File: config.mk
export PLATFORM = sky130hd
export DESIGN_NAME = note_sequencer
export DESIGN_NICKNAME = d
export VERILOG_FILES = /design/src/rtl/note_sequencer.sv
export SDC_FILE = /design/constraint.sdc
export NUM_CORES = 1
export LEC_CHECK = 0
export ABC_AREA = 0
export BUFFER_PORTS_ARGS = -buffer_cell sky130_fd_sc_hd__buf_2
export CORE_ASPECT_RATIO = 0.9
export CORE_MARGIN = 2
export CORE_UTILIZATION = 62
export DETAILED_ROUTE_END_ITERATION = 10
export PLACE_DENSITY = 0.81
export SLEW_MARGIN = 5
export SYNTH_ARGS = -nofsm -noshare
export SYNTH_HDL_FRONTEND = slang
export SYNTH_SLANG_ARGS = --single-unit
File: constraint.sdc
create_clock -name clk -period 5.7 [get_ports clk]
set_clock_uncertainty 0.15 [all_clocks]
set_input_delay 1.14 -clock clk [delete_from_list [all_inputs] [get_ports clk]]
set_output_delay 1.14 -clock clk [all_outputs]
set_load 0.02 [all_outputs]
File: src/rtl/note_sequencer.sv
// note_sequencer: queues note requests and plays them back to back for the
// square-wave tone generator feeding the PmodAMP2.
//
// Each queued note occupies a slot of exactly beats*BEAT_TICKS cycles. The
// slot is a PLAY phase of beats*BEAT_TICKS - GAP_TICKS cycles followed by a
// silent GAP phase of GAP_TICKS cycles.
//
// Ports:
//   clk          system clock
//   rst_n        asynchronous active-low reset
//   in_valid     note request valid
//   in_ready     FIFO can accept a note (low while full or during stop)
//   in_pitch     pitch code; 1..8 = C4..C5, anything else is a rest
//   in_beats     duration in beats; 0 is played as 8 beats
//   stop         synchronous abort: flush the FIFO and go silent
//   half_period  tone generator cycles per output toggle; 0 when silent
//   tone_en      tone generator run / amplifier enable
//   busy         a note slot is in progress
//   fifo_count   FIFO occupancy
module note_sequencer #(
    parameter int unsigned BEAT_TICKS = 12_500_000,
    parameter int unsigned GAP_TICKS  = 1_000_000,
    parameter int unsigned FIFO_DEPTH = 4
) (
    input  logic                          clk,
    input  logic                          rst_n,
    input  logic                          in_valid,
    output logic                          in_ready,
    input  logic [3:0]                    in_pitch,
    input  logic [2:0]                    in_beats,
    input  logic                          stop,
    output logic [17:0]                   half_period,
    output logic                          tone_en,
    output logic                          busy,
    output logic [$clog2(FIFO_DEPTH):0]   fifo_count
);

    localparam int unsigned TW = $clog2(8 * BEAT_TICKS + 1);
    localparam int unsigned PW = $clog2(FIFO_DEPTH);
    localparam int unsigned CW = PW + 1;
    localparam logic [CW-1:0] DEPTH_C  = CW'(FIFO_DEPTH);
    localparam logic [TW-1:0] GAP_LOAD = TW'(GAP_TICKS - 1);

    typedef enum logic [1:0] {StIdle, StPlay, StGap} state_e;

    // Half-period lookup, round(100e6 / (2 f)). Rests map to 0.
    function automatic logic [17:0] pitch_lut(input logic [3:0] p);
        logic [17:0] hp;
        case (p)
            4'd1:    hp = 18'd191110;
            4'd2:    hp = 18'd170265;
            4'd3:    hp = 18'd151685;
            4'd4:    hp = 18'd143172;
            4'd5:    hp = 18'd127551;
            4'd6:    hp = 18'd113636;
            4'd7:    hp = 18'd101239;
            4'd8:    hp = 18'd95557;
            default: hp = 18'd0;
        endcase
        return hp;
    endfunction

    // Timer load for the PLAY phase; the timer counts down to 0 on the last cycle.
    function automatic logic [TW-1:0] play_load(input logic [2:0] b);
        int unsigned n;
        n = (b == 3'd0) ? 32'd8 : 32'(b);
        return TW'(n * BEAT_TICKS - GAP_TICKS - 1);
    endfunction

    // ------------------------------------------------------------------
    // Note FIFO
    // ------------------------------------------------------------------
    logic [6:0]    mem_q [FIFO_DEPTH];
    logic [PW-1:0] wr_ptr_q, rd_ptr_q;
    logic [CW-1:0] count_q;
    logic          push, pop;
    logic [3:0]    head_pitch;
    logic [2:0]    head_beats;

    assign in_ready   = (count_q < DEPTH_C) && !stop;
    assign push       = in_valid && in_ready;
    assign head_pitch = mem_q[rd_ptr_q][6:3];
    assign head_beats = mem_q[rd_ptr_q][2:0];
    assign fifo_count = count_q;

    always_ff @(posedge clk) begin
        if (push) begin
            mem_q[wr_ptr_q] <= {in_pitch, in_beats};
        end
    end

    always_ff @(posedge clk or negedge rst_n) begin
        if (!rst_n) begin
            wr_ptr_q <= '0;
            rd_ptr_q <= '0;
            count_q  <= '0;
        end else if (stop) begin
            wr_ptr_q <= '0;
            rd_ptr_q <= '0;
            count_q  <= '0;
        end else begin
            if (push) wr_ptr_q <= wr_ptr_q + PW'(1);
            if (pop)  rd_ptr_q <= rd_ptr_q + PW'(1);
            case ({push, pop})
                2'b10:   count_q <= count_q + CW'(1);
                2'b01:   count_q <= count_q - CW'(1);
                default: count_q <= count_q;
            endcase
        end
    end

    // ------------------------------------------------------------------
    // Slot FSM
    // ------------------------------------------------------------------
    state_e        state_q, state_d;
    logic [TW-1:0] timer_q, timer_d;

    always_ff @(posedge clk or negedge rst_n) begin
        if (!rst_n) begin
            state_q <= StIdle;
            timer_q <= '0;
        end else begin
            state_q <= state_d;
            timer_q <= timer_d;
        end
    end

    always_comb begin
        state_d = state_q;
        timer_d = timer_q;
        pop     = 1'b0;
        if (stop) begin
            state_d = StIdle;
            timer_d = '0;
        end else begin
            case (state_q)
                StIdle: begin
                    if (count_q != '0) begin
                        pop     = 1'b1;
                        state_d = StPlay;
                        timer_d = play_load(head_beats);
                    end
                end
                StPlay: begin
                    if (timer_q == '0) begin
                        state_d = StGap;
                        timer_d = GAP_LOAD;
                    end else begin
                        timer_d = timer_q - TW'(1);
                    end
                end
                StGap: begin
                    if (timer_q == '0) begin
                        // Chain straight into the next note so slots stay back to back.
                        if (count_q != '0) begin
                            pop     = 1'b1;
                            state_d = StPlay;
                            timer_d = play_load(head_beats);
                        end else begin
                            state_d = StIdle;
                        end
                    end else begin
                        timer_d = timer_q - TW'(1);
                    end
                end
                default: begin
                    state_d = StIdle;
                    timer_d = '0;
                end
            endcase
        end
    end

    // ------------------------------------------------------------------
    // Registered outputs, computed from the next state so they line up
    // with the state register.
    // ------------------------------------------------------------------
    logic [17:0] note_hp_q, note_hp_d;
    logic [17:0] half_period_d;
    logic        tone_en_d, busy_d;

    always_comb begin
        note_hp_d     = pop ? pitch_lut(head_pitch) : note_hp_q;
        half_period_d = (state_d == StPlay) ? note_hp_d : 18'd0;
        tone_en_d     = (state_d == StPlay) && (note_hp_d != 18'd0);
        busy_d        = (state_d != StIdle);
    end

    always_ff @(posedge clk or negedge rst_n) begin
        if (!rst_n) begin
            note_hp_q   <= '0;
            half_period <= '0;
            tone_en     <= 1'b0;
            busy        <= 1'b0;
        end else begin
            note_hp_q   <= note_hp_d;
            half_period <= half_period_d;
            tone_en     <= tone_en_d;
            busy        <= busy_d;
        end
    end

endmodule

# Word level (Yosys, flattened, before mapping)
# Memory sizes are Yosys's and may differ from the RTL's.
# Cells that the tools add are included.
[word_totals]
ff_bits = 74
ram_bits = 28
rom_bits = 288
out_inout_bits = 24
memories = 2
[classes]
add_sub_neg = 7
multipliers = 1
n_lt_le_gt_ge = 1
eq_ne = 5
n_mux = 26
reduce_logical = 13
[mem_list]
columns = ["memory", "words", "word_bits", "read_ports", "rd_ports_with_merged_regs", "write_ports", "line_no", "rtl"]
rows = [
  ["(no name shown)", 16, 18, 1, 0, 0, "49", "case (p)"],
  ["mem_q", 4, 7, 1, 0, 1, "73", "logic [6:0] mem_q [FIFO_DEPTH];"],
]
[ops]
columns = ["op", "n"]
rows = [
  ["27-bit two-way mux", 4],
  ["27-bit one-hot mux with 3 select lines", 1],
  ["18-bit two-way mux", 2],
  ["27-bit zero test", 1],
  ["27-bit by 1-bit subtractor with 27-bit output (second input constant)", 1],
  ["27-bit by 2-bit subtractor with 27-bit output (second input constant)", 1],
  ["27-bit by 20-bit subtractor with 27-bit output (second input constant)", 1],
  ["4-bit by 19-bit multiplier with 22-bit output (second input constant)", 1],
  ["18-bit nonzero test", 1],
  ["2-bit two-way mux", 8],
  ["2-bit by 1-bit == test with 1-bit output (second input constant)", 3],
  ["1-bit two-way mux", 6],
  ["2-bit one-hot mux with 3 select lines", 1],
  ["3-bit one-hot mux with 2 select lines", 1],
  ["2-bit nonzero test", 3],
  ["3-bit nonzero test", 2],
  ["2-bit by 1-bit adder with 2-bit output (second input constant)", 2],
  ["2-bit == test (second input constant)", 2],
  ["4-bit two-way mux", 1],
  ["3-bit by 1-bit adder with 3-bit output (second input constant)", 1],
  ["1-bit logical AND", 3],
  ["3-bit zero test", 1],
  ["3-bit less-than comparator (second input constant)", 1],
  ["3-bit two-way mux", 1],
  ["other kinds (4)", 4],
]

# Logic depth before layout (Yosys ltp)
# An unclocked memory read counts as a cell.
[depth]
ltp_word = 10
depth_mapped = 16
ltp_nobuf = 15

# Least setup slack after synthesis
# No wires, ideal clock.
[synth_timing]
path_kind = "reg-to-reg"
start = "register rd_ptr_q[0]"
end = "register timer_q[25]"
t_arrival_ps = 4302
t_required_ps = 5419
setup_slack_ps = 1117
path_stages_with_launch = 17
path_buffers = 2
period_less_slack_ps = 4583
cell_sequence = "dfrtp_1 -> buf_2 -> mux4_2 -> buf_2 -> nand2_1 -> o21a_1 -> inv_1 -> fa_1 -> inv_1 -> ha_1 -> a211oi_2 -> o21bai_1 -> a2111o_1 -> a21o_1 -> a211oi_2 -> a2111oi_0 -> or3_1"
[synth_via]
elab_chain_len = 10
[synth_rtl]
columns = ["item", "line_no", "rtl"]
rows = [
  ["from (decl)", "74", "logic [PW-1:0] wr_ptr_q, rd_ptr_q;"],
  ["from (signal assigned)", "103", "if (pop) rd_ptr_q <= rd_ptr_q + PW'(1);"],
  ["memory 4 x 7 bit *", "--", ""],
  ["3-bit zero test", "66", "n = (b == 3'd0) ? 32'd8 : 32'(b);"],
  ["4-bit two-way mux *", "66", ""],
  ["4-bit by 19-bit multiplier with 22-bit output *", "67", "return TW'(n * BEAT_TICKS - GAP_TICKS - 1);"],
  ["27-bit by 20-bit subtractor with 27-bit output *", "67", ""],
  ["27-bit by 2-bit subtractor with 27-bit output *", "67", ""],
  ["27-bit two-way mux *", "138, 155", ""],
  ["27-bit two-way mux", "153", "if (timer_q == '0) begin"],
  ["27-bit one-hot mux with 3 select lines *", "136", "case (state_q)"],
  ["27-bit two-way mux *", "132", "if (stop) begin"],
  ["via timer_d[25]", "116", "logic [TW-1:0] timer_q, timer_d;"],
  ["to (signal assigned)", "124", "timer_q <= timer_d;"],
  ["to (decl)", "116", ""],
]
# Mark *: on every way through the listed nets, which the timed path passes. The rest lies on a longest branch.
# A chain may end at the register's enable or synchronous reset.

# Worst setup path after layout
[layout_timing]
start = "register rd_ptr_q[1]"
end = "register timer_q[25]"
# The elaborated chain is that of the path after synthesis.

==> results.toml <==
[global_routing]
grt_pass1_vias = 4701
antenna_found_initial = 0
grt-ovfl-total = 0
gr-usage-all-layers_pct = 27.92
grt_start_max_net_pins = 75
grt_first_pass_wirelength_microns = 23230

[critical_path]
reg2reg_to = "timer_q[25]"
cp-endpoint = "timer_q[25]"
cp_max_fo = 12
required_ns = 5.80
cp.arrival_ns = 4.93
reg2reg_slack_ns = 0.88
cp-startpoint = "rd_ptr_q[1]"
worstRegToRegCells = 14
critical_path_class = "reg2reg"
start_kind = "register"
critPathCaptureType = "register"
r2r_start = "rd_ptr_q[1]"

[sta]
fin_tns_setup_ns = 0
tightest_slew_ns = 0.9211
finalCriticalPeriod_ns = 4.824
maxSlewViolCount = 0
rsz0062_at_grt = "false"
setup_violations = 0
fmax_ghz = 0.2073
min_period_over_period_pct = 84.63
finalHoldViolations = 0
slew_headroom_pct = 38.59

[detailed_routing]
viasPerCell = 6.185
drt_wl_total_microns = 13970
drc = 0
wl_per_cell_microns = 17.86
drt_first_pass_iters = 5
vias = 4837
ant_nets = 0
drt_iter0_markers = 409

[floorplan]
die_w_microns = 108.7
die_y_microns = 98.26
num_rows = 34
die_area_sq_mm = 0.01068
coreArea_sq_mm = 0.009657
floorplan.initialDensity_pct = 63.38
num_io_pins = 35

[clocking]
clockBufferDepth = 2
post_cts_buffers = 0
hold_buffers = 0
numCtsBuffers = 9
h-tree-depth = 3
cts_resized = 0
cts_sinks = 102
clk_latency_ns = 0.37
cts_tree = "done"
cts_root_buf = "clkbuf_8"
clkTransAtPathRegs_ns = 0.10

[power]
p_leak_nw = 2.870
power_density_mw_per_mm2 = 635.3
irDropWorstVdd_uv = 548.7
total_power_mw = 4.162

[place]
dp_hpwl_microns = 10250
place_congestion = 0.9389
port_buffers = 34

[run_status]
status = "finished, final reports clean"

[logic_synthesis]
yosys_warnings = 0
synth_nets = 670
ys_async_sr_fraction_pct = 72.55
netlist_instances = 628
synth_seq_area_share_pct = 43.99
syn_avg_cell_area_sq_um = 9.747
syn-cell-area_sq_mm = 0.006121
synth_edf_count = 28
synth_seq_cells = 102
yosysUniqueCellTypes = 74
synthFlopType = "dfrtp_1"

[layout]
antenna_cells = 0
n_fill_cell = 739
regArea_sq_mm = 0.002693
synthToLayoutAreaGrowth_pct = 7.032
multiInputGateArea_sq_mm = 0.003207
drive_gt1_share_pct = 12.20
fin_nets = 693

[hold_path]
min_path_type = "reg2reg"
min_from = "note_hp_q[3]"

[job]
cap_violations = 0
==> Yosys cell counts (9+ instances only) <==
library cell  number  area (sq um)
dfrtp_1           74          1852
nor2_1            60         225.2
nand2_1           58         217.7
a21oi_1           40         200.2
inv_1             31         116.4
o21ai_0           30         150.1
edfxtp_1          28         840.8
ha_1              26         325.3
and2_1            23         143.9
nor3_1            20         100.1
xor2_1            16         140.1
clkbuf_1          15         56.30
xnor2_1           13         113.9
a31oi_1           11         68.82
nand3_1           11         55.05
nor4_1            10         62.56
mux2i_1            9         90.09
mux4_2             9         202.7
==> flip-flops by register name (all words and copies together), names as in the netlist <==
signal / count
busy: 1
wr_ptr_q: 2
timer_q: 27
rd_ptr_q: 2
half_period: 18
fifo_count: 3
note_hp_q: 18
tone_en: 1
state_q: 2
mem_q: 28
==> layer usage <==
layer	track usage [%]	routed length, microns
met5	0	0
met4	7.791	221
met3	4.873	992
met2	43.46	6545
met1	40.55	6205
==> worst max-delay path, stage by stage (launching register included) <==
cell and delay (ns):
dfrtp_1 0.69, mux4_2 0.52, nand2_1 0.19, o21a_1 0.20, inv_1 0.07, fa_1 0.53
inv_1 0.10, ha_1 0.31, a211oi_2 0.31, o21bai_1 0.17, a2111o_1 0.45, a21o_1 0.17
a211oi_2 0.31, a2111oi_0 0.15, or3_1 0.37
==> final cells by class <==
cell class,instances,share of cell area [%]
clock buffers,9,1.891
clock inverters,7,0.8976
inverters,31,1.776
multi-input cells,470,48.95
flip-flops and latches,102,41.10
well taps,126,2.406
repair buffers,37,2.979
==> through the flow <==
stage,instance area [sq um],hold slack [ns],cells,util [%],setup WS (ns)
floorplan,6121,0.3020,628,-,1.117
global placement,6369,0.3291,766,65.95,1.052
detailed placement,6369,0.3290,766,65.95,0.8715
CTS,6551,0.3573,782,67.84,0.8617
global route,6551,0.4052,782,67.84,0.5659
finish,6551,0.3650,782,67.84,0.8761
==> power breakdown <==
group / internal, mW / leakage [nW] / switching [mW]
clock network: 0.168 / 0.0950 / 0.265
registers: 0.950 / 1.24 / 0.191
logic: 1.00 / 1.54 / 1.58
==> how the worst min path moves through the flow <==
stage                               end  slack [ns]  cells past startpoint
after floorplan           note_hp_q[15]        0.30                      2
after global placement     note_hp_q[3]        0.33                      2
after detailed placement  note_hp_q[15]        0.33                      2
after CTS                  note_hp_q[8]        0.36                      2
after global routing      note_hp_q[15]        0.41                      2
final                      note_hp_q[3]        0.37                      2
==> cell families after synthesis <==
| kind of cell | count (synthesis) | synth area share, % |
|---|---|---|
| AO/OA/AOI/OAI | 157 | 16.93 |
| XOR/XNOR | 29 | 4.150 |
| adder cells (fa/ha/maj) | 31 | 6.950 |
| buffers and inverters | 56 | 3.700 |
| flip-flops | 102 | 43.99 |
| multiplexers | 20 | 5.151 |
| other | 1 | 0.06127 |
| AND/OR/NAND/NOR | 232 | 19.07 |
==> layout by cell type, fill, tap and decap left out, types with 4 or more instances in the layout <==
cell / count
a211oi_1: 7
a21o_1: 7
a21oi_1: 40
a22oi_1: 5
a311oi_1: 4
a31oi_1: 11
and2_1: 23
and3_1: 4
buf_2: 33
buf_4: 4
clkbuf_8: 9
dfrtp_1: 74
edfxtp_1: 28
fa_1: 5
ha_1: 26
inv_1: 31
inv_6: 5
mux2i_1: 9
mux4_2: 9
nand2_1: 58
nand2b_1: 7
nand3_1: 11
nand4_1: 5
nor2_1: 60
nor2b_1: 4
nor3_1: 19
nor4_1: 10
o21a_1: 6
o21ai_0: 30
o21ai_1: 6
o31ai_1: 6
or3_1: 7
xnor2_1: 13
xor2_1: 16
(Power assumes the default switching activity.)
